### src/rtl/uart_pkg.sv
// Shared 8N1 serial framing definitions, used by the receiver and the transmitter.
package uart_pkg;

    localparam int unsigned DATA_BITS = 8;
    localparam logic        START_BIT = 1'b0;
    localparam logic        STOP_BIT  = 1'b1;

    typedef enum logic [2:0] {
        StIdle,
        StStart,
        StData,
        StStop,
        StWaitIdle
    } uart_state_e;

endpackage

### src/rtl/sync2.sv
// Two-flop synchronizer for a single asynchronous input, with a selectable reset value.
module sync2 #(
    parameter logic ResetVal = 1'b1
) (
    input  logic clk_i,
    input  logic reset_ni,
    input  logic d_i,
    output logic q_o
);

    logic meta_q;
    logic sync_q;

    // Shift the input through two flops; the synchronous reset forces both to ResetVal.
    always_ff @(posedge clk_i) begin
        if (!reset_ni) begin
            meta_q <= ResetVal;
            sync_q <= ResetVal;
        end else begin
            meta_q <= d_i;
            sync_q <= meta_q;
        end
    end

    assign q_o = sync_q;

endmodule

### src/rtl/uart_receiver.sv
// 8N1 UART receiver with a one-entry holding register and ready/valid output handshake.
module uart_receiver
    import uart_pkg::*;
#(
    parameter int unsigned CLK_DIV = 104
) (
    input  logic       clk,
    input  logic       reset_n,
    input  logic       rx,
    output logic [7:0] rx_data,
    output logic       rx_valid,
    input  logic       rx_ready,
    output logic       frame_err,
    output logic       overrun,
    output logic       busy
);

    localparam logic [15:0] BitCycles  = 16'(CLK_DIV);
    localparam logic [15:0] HalfCycles = 16'(CLK_DIV / 2);
    localparam logic [2:0]  LastBit    = 3'(DATA_BITS - 1);

    uart_state_e state_q, state_d;
    logic [15:0] cnt_q, cnt_d;
    logic [2:0]  bit_idx_q, bit_idx_d;
    logic [7:0]  shift_q, shift_d;
    logic [7:0]  data_q, data_d;
    logic        valid_q, valid_d;
    logic        ferr_q, ferr_d;
    logic        ovr_q, ovr_d;

    logic rx_s;
    logic sample;

    sync2 #(
        .ResetVal(1'b1)
    ) u_sync2 (
        .clk_i   (clk),
        .reset_ni(reset_n),
        .d_i     (rx),
        .q_o     (rx_s)
    );

    // A sample is taken when the counter reaches 1; reloading with CLK_DIV then places the
    // next sample exactly CLK_DIV cycles later.
    assign sample = (cnt_q == 16'd1);

    // Next-state logic: bit timing, shifting, holding-register handshake and error pulses.
    always_comb begin
        state_d   = state_q;
        cnt_d     = cnt_q;
        bit_idx_d = bit_idx_q;
        shift_d   = shift_q;
        data_d    = data_q;
        valid_d   = valid_q & ~rx_ready;
        ferr_d    = 1'b0;
        ovr_d     = 1'b0;

        case (state_q)
            StIdle: begin
                if (rx_s == START_BIT) begin
                    state_d = StStart;
                    cnt_d   = HalfCycles;
                end
            end
            StStart: begin
                if (sample) begin
                    if (rx_s == START_BIT) begin
                        state_d   = StData;
                        bit_idx_d = 3'd0;
                        cnt_d     = BitCycles;
                    end else begin
                        // Start bit did not persist to mid-bit: treat as a glitch.
                        state_d = StIdle;
                        cnt_d   = 16'd0;
                    end
                end else begin
                    cnt_d = cnt_q - 16'd1;
                end
            end
            StData: begin
                if (sample) begin
                    shift_d = {rx_s, shift_q[7:1]};
                    cnt_d   = BitCycles;
                    if (bit_idx_q == LastBit) begin
                        state_d = StStop;
                    end else begin
                        bit_idx_d = bit_idx_q + 3'd1;
                    end
                end else begin
                    cnt_d = cnt_q - 16'd1;
                end
            end
            StStop: begin
                if (sample) begin
                    cnt_d     = 16'd0;
                    bit_idx_d = 3'd0;
                    if (rx_s == STOP_BIT) begin
                        state_d = StIdle;
                        // Load if empty, or if the current byte is being taken this edge.
                        if (!valid_q || rx_ready) begin
                            data_d  = shift_q;
                            valid_d = 1'b1;
                        end else begin
                            ovr_d = 1'b1;
                        end
                    end else begin
                        state_d = StWaitIdle;
                        ferr_d  = 1'b1;
                    end
                end else begin
                    cnt_d = cnt_q - 16'd1;
                end
            end
            StWaitIdle: begin
                // Wait out a break so a held-low line reports only one framing error.
                if (rx_s == STOP_BIT) begin
                    state_d = StIdle;
                end
            end
            default: begin
                state_d = StIdle;
                cnt_d   = 16'd0;
            end
        endcase
    end

    // State register with synchronous active-low reset.
    always_ff @(posedge clk) begin
        if (!reset_n) begin
            state_q   <= StIdle;
            cnt_q     <= 16'd0;
            bit_idx_q <= 3'd0;
            shift_q   <= 8'h00;
            data_q    <= 8'h00;
            valid_q   <= 1'b0;
            ferr_q    <= 1'b0;
            ovr_q     <= 1'b0;
        end else begin
            state_q   <= state_d;
            cnt_q     <= cnt_d;
            bit_idx_q <= bit_idx_d;
            shift_q   <= shift_d;
            data_q    <= data_d;
            valid_q   <= valid_d;
            ferr_q    <= ferr_d;
            ovr_q     <= ovr_d;
        end
    end

    assign rx_data   = data_q;
    assign rx_valid  = valid_q;
    assign frame_err = ferr_q;
    assign overrun   = ovr_q;
    assign busy      = (state_q != StIdle);

endmodule

### config.mk
export PLATFORM = sky130hd
export DESIGN_NAME = uart_receiver
export DESIGN_NICKNAME = d
export VERILOG_FILES = /design/src/rtl/uart_pkg.sv /design/src/rtl/sync2.sv /design/src/rtl/uart_receiver.sv
export SDC_FILE = /design/constraint.sdc
export NUM_CORES = 1
export LEC_CHECK = 0
export CAP_MARGIN = 15
export CORE_MARGIN = 2
export CORE_UTILIZATION = 57
export DETAILED_ROUTE_END_ITERATION = 12
export PLACE_DENSITY = 0.79
export SYNTH_ARGS = -nofsm -noshare
export SYNTH_HDL_FRONTEND = slang
export SYNTH_HIERARCHICAL = 1
export SYNTH_SLANG_ARGS = --single-unit
### constraint.sdc
create_clock -name clk -period 2 [get_ports clk]
set_clock_uncertainty 0.05 [all_clocks]
set_input_delay 0.4 -clock clk [delete_from_list [all_inputs] [get_ports clk]]
set_output_delay 0.4 -clock clk [all_outputs]
set_load 0.02 [all_outputs]
==> results of run 1 <==
-- stage by stage --
stage	hold slack [ps]	area, µm²	power, mW
2_1_floorplan	336.3	2117	1.115
3_3_place_gp	342.0	2455	1.206
3_5_place_dp	356.8	2455	1.209
4_1_cts	374.8	2546	1.775
5_1_grt	418.1	2560	1.847
6_report	370.5	2560	1.770
-- cells in the mapped netlist (4+ instances only) --
| master | instances | area share (%) |
|---|---|---|
| nand2_1 | 11 | 2.0 |
| a311oi_1 | 6 | 2.5 |
| a21oi_1 | 21 | 5.0 |
| clkbuf_1 | 7 | 1.2 |
| a211oi_1 | 5 | 1.8 |
| ha_1 | 4 | 2.4 |
| nor2_1 | 29 | 5.1 |
| nand2b_1 | 8 | 2.4 |
| inv_1 | 6 | 1.1 |
| dfxtp_1 | 43 | 41 |
| a41oi_1 | 4 | 1.7 |
| o21ai_0 | 8 | 1.9 |
| mux2i_1 | 17 | 8.0 |
| nor3_1 | 8 | 1.9 |
-- metal layers --
metal	GRT usage [%]	share of wire [%]	vias up
li1	-	-	919
met1	33.41	47	853
met2	35.95	46	59
met3	6.424	5.8	8
met4	9.574	1.7	0
met5	0	0	-
-- flip-flops by register name (all words and copies together), names as in the netlist --
signal / flops
rx_data: 8
overrun: 1
shift_q: 8
cnt_q: 16
state_q: 3
u_sync2/q_o: 1
bit_idx_q: 3
frame_err: 1
u_sync2/meta_q: 1
rx_valid: 1
-- power by group through the flow --
stage          logic, mW  registers, mW  clock network [mW]
6_report           0.310          0.893               0.567
5_1_grt            0.336          0.895               0.615
4_1_cts            0.300          0.891               0.585
3_5_place_dp       0.298          0.910                   0
3_3_place_gp       0.296          0.910                   0
2_1_floorplan      0.208          0.907                   0
-- what timing repair did --
action	4_1_cts	5_1_grt
endpoints found under the setup margin	1	20
resized for setup	1	3
hold buffers	0	0
-- worst min-delay path by stage --
stage	end	depth (start not counted)
6_report	u_sync2/q_o$_SDFF_PN1_	1
5_1_grt	u_sync2/q_o$_SDFF_PN1_	1
4_1_cts	u_sync2/q_o$_SDFF_PN1_	1
3_5_place_dp	u_sync2/q_o$_SDFF_PN1_	1
3_3_place_gp	u_sync2/q_o$_SDFF_PN1_	1
2_1_floorplan	u_sync2/q_o$_SDFF_PN1_	1
-- worst max-delay path: stages (launching register included) --
cell,delay [ps]
dfxtp_1,340
buf_4,170
or3_1,300
dlygate4sd2_1,320
-- area by class of cell --
class / count / area share (%)
inverter: 6 / 0.8798
sequential: 43 / 33.63
clock buffer: 5 / 2.688
clock inverter: 3 / 0.9286
tap: 48 / 2.346
multi-input combinational: 168 / 45.11
timing repair buffer: 41 / 14.42
-- cell families (layout without fill, tap and decap cells) --
kind of cell | count (synthesis) | count (layout) | synth area share [%]
AOI/OAI and AO/OA | 60 | 60 | 19.50
and+or+nand+nor | 86 | 86 | 23.58
DFF | 43 | 43 | 40.66
buffers and inverters | 19 | 55 | 5.437
xor gates and xnor gates | 1 | 1 | 0.4138
adders and majority gates | 4 | 4 | 2.364
muxes | 17 | 17 | 8.038
==> impl_results.md, run 1 <==
- Vias: approximately 1800
- Combinational share of power: between 10% and 20%
- Setup tns final: 0 ps
- Crit Path Category: reg2out
- Register area: 860.8 µm²
- CTS tree: done
- Final Critical Period: ~1900 ps
- Commonest non-fill, non-tap cell in the layout: dfxtp_1
- P_leak: roughly 1.1 nW
- Slew margin rel.: between 60% and 70%
- # clock sinks: 43
- First-pass GRT wire length: roughly 7.8 mm
- HP Start: u_sync2/meta_q$_SDFF_PN1_
- Clock Pin Slew Worst Setup and Hold Paths: 90 ps
- Flop2flop setup slack: roughly 120 ps
- CP required: about 1600 ps
- Placed Instances: a little over 300
- Final Slew Violations: 0
- Area of the multi-input gates: roughly 0.0012 mm²
- Critical Path AT: 1440 ps
- Slew @ Worst Pin: 482.2 ps
- Util after Layout: between 70 and 80%
- Gate Count Post-Synth: 230
- Sequential power share: roughly 50%
- Root Driver: clkbuf_8
- Initial Utilization: roughly three fifths
- Antenna-violating nets left: 0
- RSZ-0062 raised after global routing: no
- CTS Buf Count: 5
- Wirelength, routed: between 4 and 5 mm
- Final WS setup: between 100 and 150 ps
- Layout area overhead: 20.92%
- Proportion of layout cells with a drive suffix above 1: ~18%
- Pint: approximately 1.3 mW
- Final cycle utilization of the critical path: between 90% and 100%
- Largest net degree at the start of global routing: 17
- Vias in the first global route: between 1500 and 2000
- RR Endpoint: rx_data[3]$_SDFFE_PN0P_
- Detailed Place HPWL: ~3.4 mm
- Pre-antenna DRT Iters: 4
- Clk Latency, worst-skew pair: 300 ps
- Hold crit path type: reg2reg
- Total routing usage reported by global routing: 24.23%
- Die height: roughly 65 µm
- Setup crit end: busy
- Worst slack, placed: between 50 and 60 ps
- Row cnt: 22
- Synth warnings: 6
- Crit. Startpoint: state_q[1]$_SDFFE_PN0P_
- Via density: about 5.9
- Hold Vio Cnt, Final: 0
- Number of synthesized flops with an enable pin: 0
- Die Width: roughly 65 µm
- CP Launch Type: flop
- Filler cell count: around 280
- Max Freq: ~0.53 GHz
- Most frequent cells in the layout: dfxtp_1 (43), nor2_1 (29), buf_4 (24), a21oi_1 (21), mux2i_1 (17)
- Clock power frac: about a third
- Post-Layout Cell Count: about 310
- # Post-CTS Setup Buffers: 0
- Count of nets after finishing: between 200 and 300
- Die Area: approximately 0.0042 mm²
- Total number of H-tree levels: 2
- Final Setup Violations: 0
- Yosys reg bits: 43
- R2r startpoint: cnt_q[11]$_SDFFE_PN0P_
- Io pins: 16
- Worst setup EP type: output pin
- Switching share of power: between 20% and 30%
- R2R depth: 6
- Post-synthesis sequential area ratio: 40.66%
- Grt ovf: 0
- Synthesized area: 0.002117 mm²
- Routed wire per std cell: ~15 µm
- GPL Wtd Cong: around 0.92
- Cell area power density: 691.5 mW/mm²
- Max cap viols: 0
- Mean Syn Cell Area: slightly above 9 µm²
- CTS Buffer Depth: 2
- Antenna violations before repair: 0
- Peak supply drop: about 660 µV
- Mapped Nets: about 240
- # diodes: 0
- Total net switching power: approximately 510 µW
- First DRT Iteration DRCs: roughly 100
- Ys async rst share: 0%
- Status: complete, no violations
- CP Max Fanout: 5
- Port bufs: 15
- Netlist cell types: 50
- Core area: approximately 0.0036 mm²
- DR DRC count: 0
- Ys flop type: dfxtp_1
(Power assumes the default switching activity.)
==> inputs of run 2 (changes only) <==
--- a/config.mk
+++ b/config.mk
@@ -8,6 +8,7 @@
 export CAP_MARGIN = 15
 export CORE_MARGIN = 2
 export CORE_UTILIZATION = 57
+export CTS_BUF_LIST = sky130_fd_sc_hd__clkbuf_4 sky130_fd_sc_hd__clkbuf_8 sky130_fd_sc_hd__clkbuf_16
 export DETAILED_ROUTE_END_ITERATION = 12
 export PLACE_DENSITY = 0.79
 export SYNTH_ARGS = -nofsm -noshare
==> results of run 2 <==
No change in the layout: final DEF, timing and power equal those of run 1.
==> inputs of run 3 (changes only) <==
--- a/config.mk
+++ b/config.mk
@@ -10,6 +10,7 @@
 export CORE_UTILIZATION = 57
 export CTS_BUF_LIST = sky130_fd_sc_hd__clkbuf_4 sky130_fd_sc_hd__clkbuf_8 sky130_fd_sc_hd__clkbuf_16
 export DETAILED_ROUTE_END_ITERATION = 12
+export MAX_ROUTING_LAYER = met4
 export PLACE_DENSITY = 0.79
 export SYNTH_ARGS = -nofsm -noshare
 export SYNTH_HDL_FRONTEND = slang
==> impl_results.md, run 3 (same netlist as run 1, synthesis figures left out) <==
- Status: complete, no violations
- Initial Utilization: 58.71% (unchanged)
- Proportion of layout cells with a drive suffix above 1: 18.05% (unchanged)
- Pre-antenna DRT Iters: 4 (unchanged)
- Critical Path AT: 1440 ps (about the same)
- CP required: 1550 ps (about the same)
- Die height: 64.95 µm (unchanged)
- Routed wire per std cell: 15.06 µm (+0.34%)
- Root Driver: clkbuf_8
- Grt ovf: 0 (unchanged)
- Hold Vio Cnt, Final: 0 (unchanged)
- CTS Buf Count: 5 (unchanged)
- Worst setup EP type: output pin
- Detailed Place HPWL: 3.391 mm (unchanged)
- Die Width: 64.95 µm (unchanged)
- Clock Pin Slew Worst Setup and Hold Paths: 90 ps (about the same)
- Met2 Wirelength: 2.165 mm (+0.23%)
- # diodes: 0 (unchanged)
- Highest metal used: met4
- Power Total: 1.771 mW (about the same)
- Final hold slack: 370.5 ps (-0.009000 ps)
- Max cap viols: 0 (unchanged)
- Commonest non-fill, non-tap cell in the layout: dfxtp_1
- Port bufs: 15 (unchanged)
- Most frequent cells in the layout: dfxtp_1 (43), nor2_1 (29), buf_4 (24), a21oi_1 (21), mux2i_1 (17)
- Final Critical Period: 1888 ps (+1.873 ps)
- Fin area: 0.002560 mm² (unchanged)
- Count of nets after finishing: 273 (unchanged)
- DR DRC count: 0 (unchanged)
- Io pins: 16 (unchanged)
- Slew margin rel.: 67.42% (-0.36 points)
- Total routing usage reported by global routing: 24.89% (+0.66 points)
- CP Launch Type: flop
- Largest reg by FF count: cnt_q
- # clock sinks: 43 (unchanged)
- Setup tns final: 0 ps (unchanged)
- CTS tree: done
- Antenna violations before repair: 0 (unchanged)
- CP Max Fanout: 5 (unchanged)
- Max Freq: 0.5296 GHz (about the same)
- Largest net degree at the start of global routing: 17 (unchanged)
- First-pass GRT wire length: 7.824 mm (about the same)
- CTS Buffer Depth: 2 (unchanged)
- Area after DPL: 0.002455 mm² (unchanged)
- Die Area: 0.004218 mm² (unchanged)
- Max FFs per register: 16 (unchanged)
- Crit Path Category: reg2out
- Vias in the first global route: 1694 (-0.059%)
- GPL Wtd Cong: 0.9340 (+1.8%)
- Row cnt: 22 (unchanged)
- Slew @ Worst Pin: 487.6 ps (+5.389 ps)
- Cell area power density: 692.0 mW/mm² (about the same)
- RSZ-0062 raised after global routing: no
- P_leak: 1.078 nW (unchanged)
- First DRT Iteration DRCs: 100 (-2.0%)
- Hold-fix buffers, CTS: 0 (unchanged)
- Flop2flop setup slack: 120 ps (about the same)
- Via density: 5.869 (+0.22%)
- Final Slew Violations: 0 (unchanged)
- Antenna-violating nets left: 0 (unchanged)
- Layout area overhead: 20.92% (unchanged)
- Peak supply drop: 658.9 µV (about the same)
- Core area: 0.003606 mm² (unchanged)
- Met3 routed WL: 257 µm (-6.2%)
- Final cycle utilization of the critical path: 94.41% (about the same)
- Wirelength, routed: 4.729 mm (+0.34%)
- Clk Latency, worst-skew pair: 300 ps (about the same)
- Final Setup Violations: 0 (unchanged)
- Metal-1 WL: 2.227 mm (+1.5%)
- Total number of H-tree levels: 2 (unchanged)
- Hold crit path type: reg2reg
- Vias: 1843 (+0.22%)
==> run 3: cell counts in the layout (fill, tap and decap cells not counted) <==
No cell type changed its count.
==> run 3: through the flow <==
step,utilization (%),setup slack [ps],instances
floorplan,-,265.2,230
global placement,68.08,79.17,306
detailed placement,68.08,58.91,306
CTS,70.61,42.60,314
global route,70.99,11.86,314
finish,70.99,111.9,314
==> run 3: cell type report <==
cell class / count / area (µm²)
repair buffers: 41 / 369.1
multi-input cells: 168 / 1155
clock inverters: 3 / 23.77
clock buffers: 5 / 68.82
well taps: 48 / 60.06
fillers: 276 / 1046
flip-flops and latches: 43 / 860.8
inverters: 6 / 22.52
==> run 3: worst max-delay path, stage by stage (launching register included) <==
cell,delay (ps)
dfxtp_1,340
buf_4,170
or3_1,300
dlygate4sd2_1,320
==> run 3: final timing paths <==
| check | startpoint | end | cells past startpoint |
|---|---|---|---|
| max | state_q[1]$_SDFFE_PN0P_ | busy | 3 |
| min | u_sync2/meta_q$_SDFF_PN1_ | u_sync2/q_o$_SDFF_PN1_ | 1 |
| max reg2reg | cnt_q[11]$_SDFFE_PN0P_ | rx_data[3]$_SDFFE_PN0P_ | 6 |
| min reg2reg | u_sync2/meta_q$_SDFF_PN1_ | u_sync2/q_o$_SDFF_PN1_ | 1 |
==> run 3: repair_timing <==
item | in CTS | in global routing
resized for setup | 1 | 3
buffers inserted | 0 | 0
endpoints found under the setup margin | 1 | 20
==> run 3: layer usage <==
| layer | GRT usage, % | up-vias |
|---|---|---|
| met3 | 6.424 | 10 |
| met1 | 33.41 | 862 |
| li1 | - | 918 |
| met4 | 9.574 | 0 |
| met5 | - | - |
| met2 | 35.95 | 53 |
==> run 3: power by group <==
group / total, mW / internal, mW / switching (mW)
Sequential: 0.893 / 0.872 / 0.0204
Combinational: 0.309 / 0.137 / 0.172
Clock: 0.569 / 0.250 / 0.320
Total: 1.77 / 1.26 / 0.512
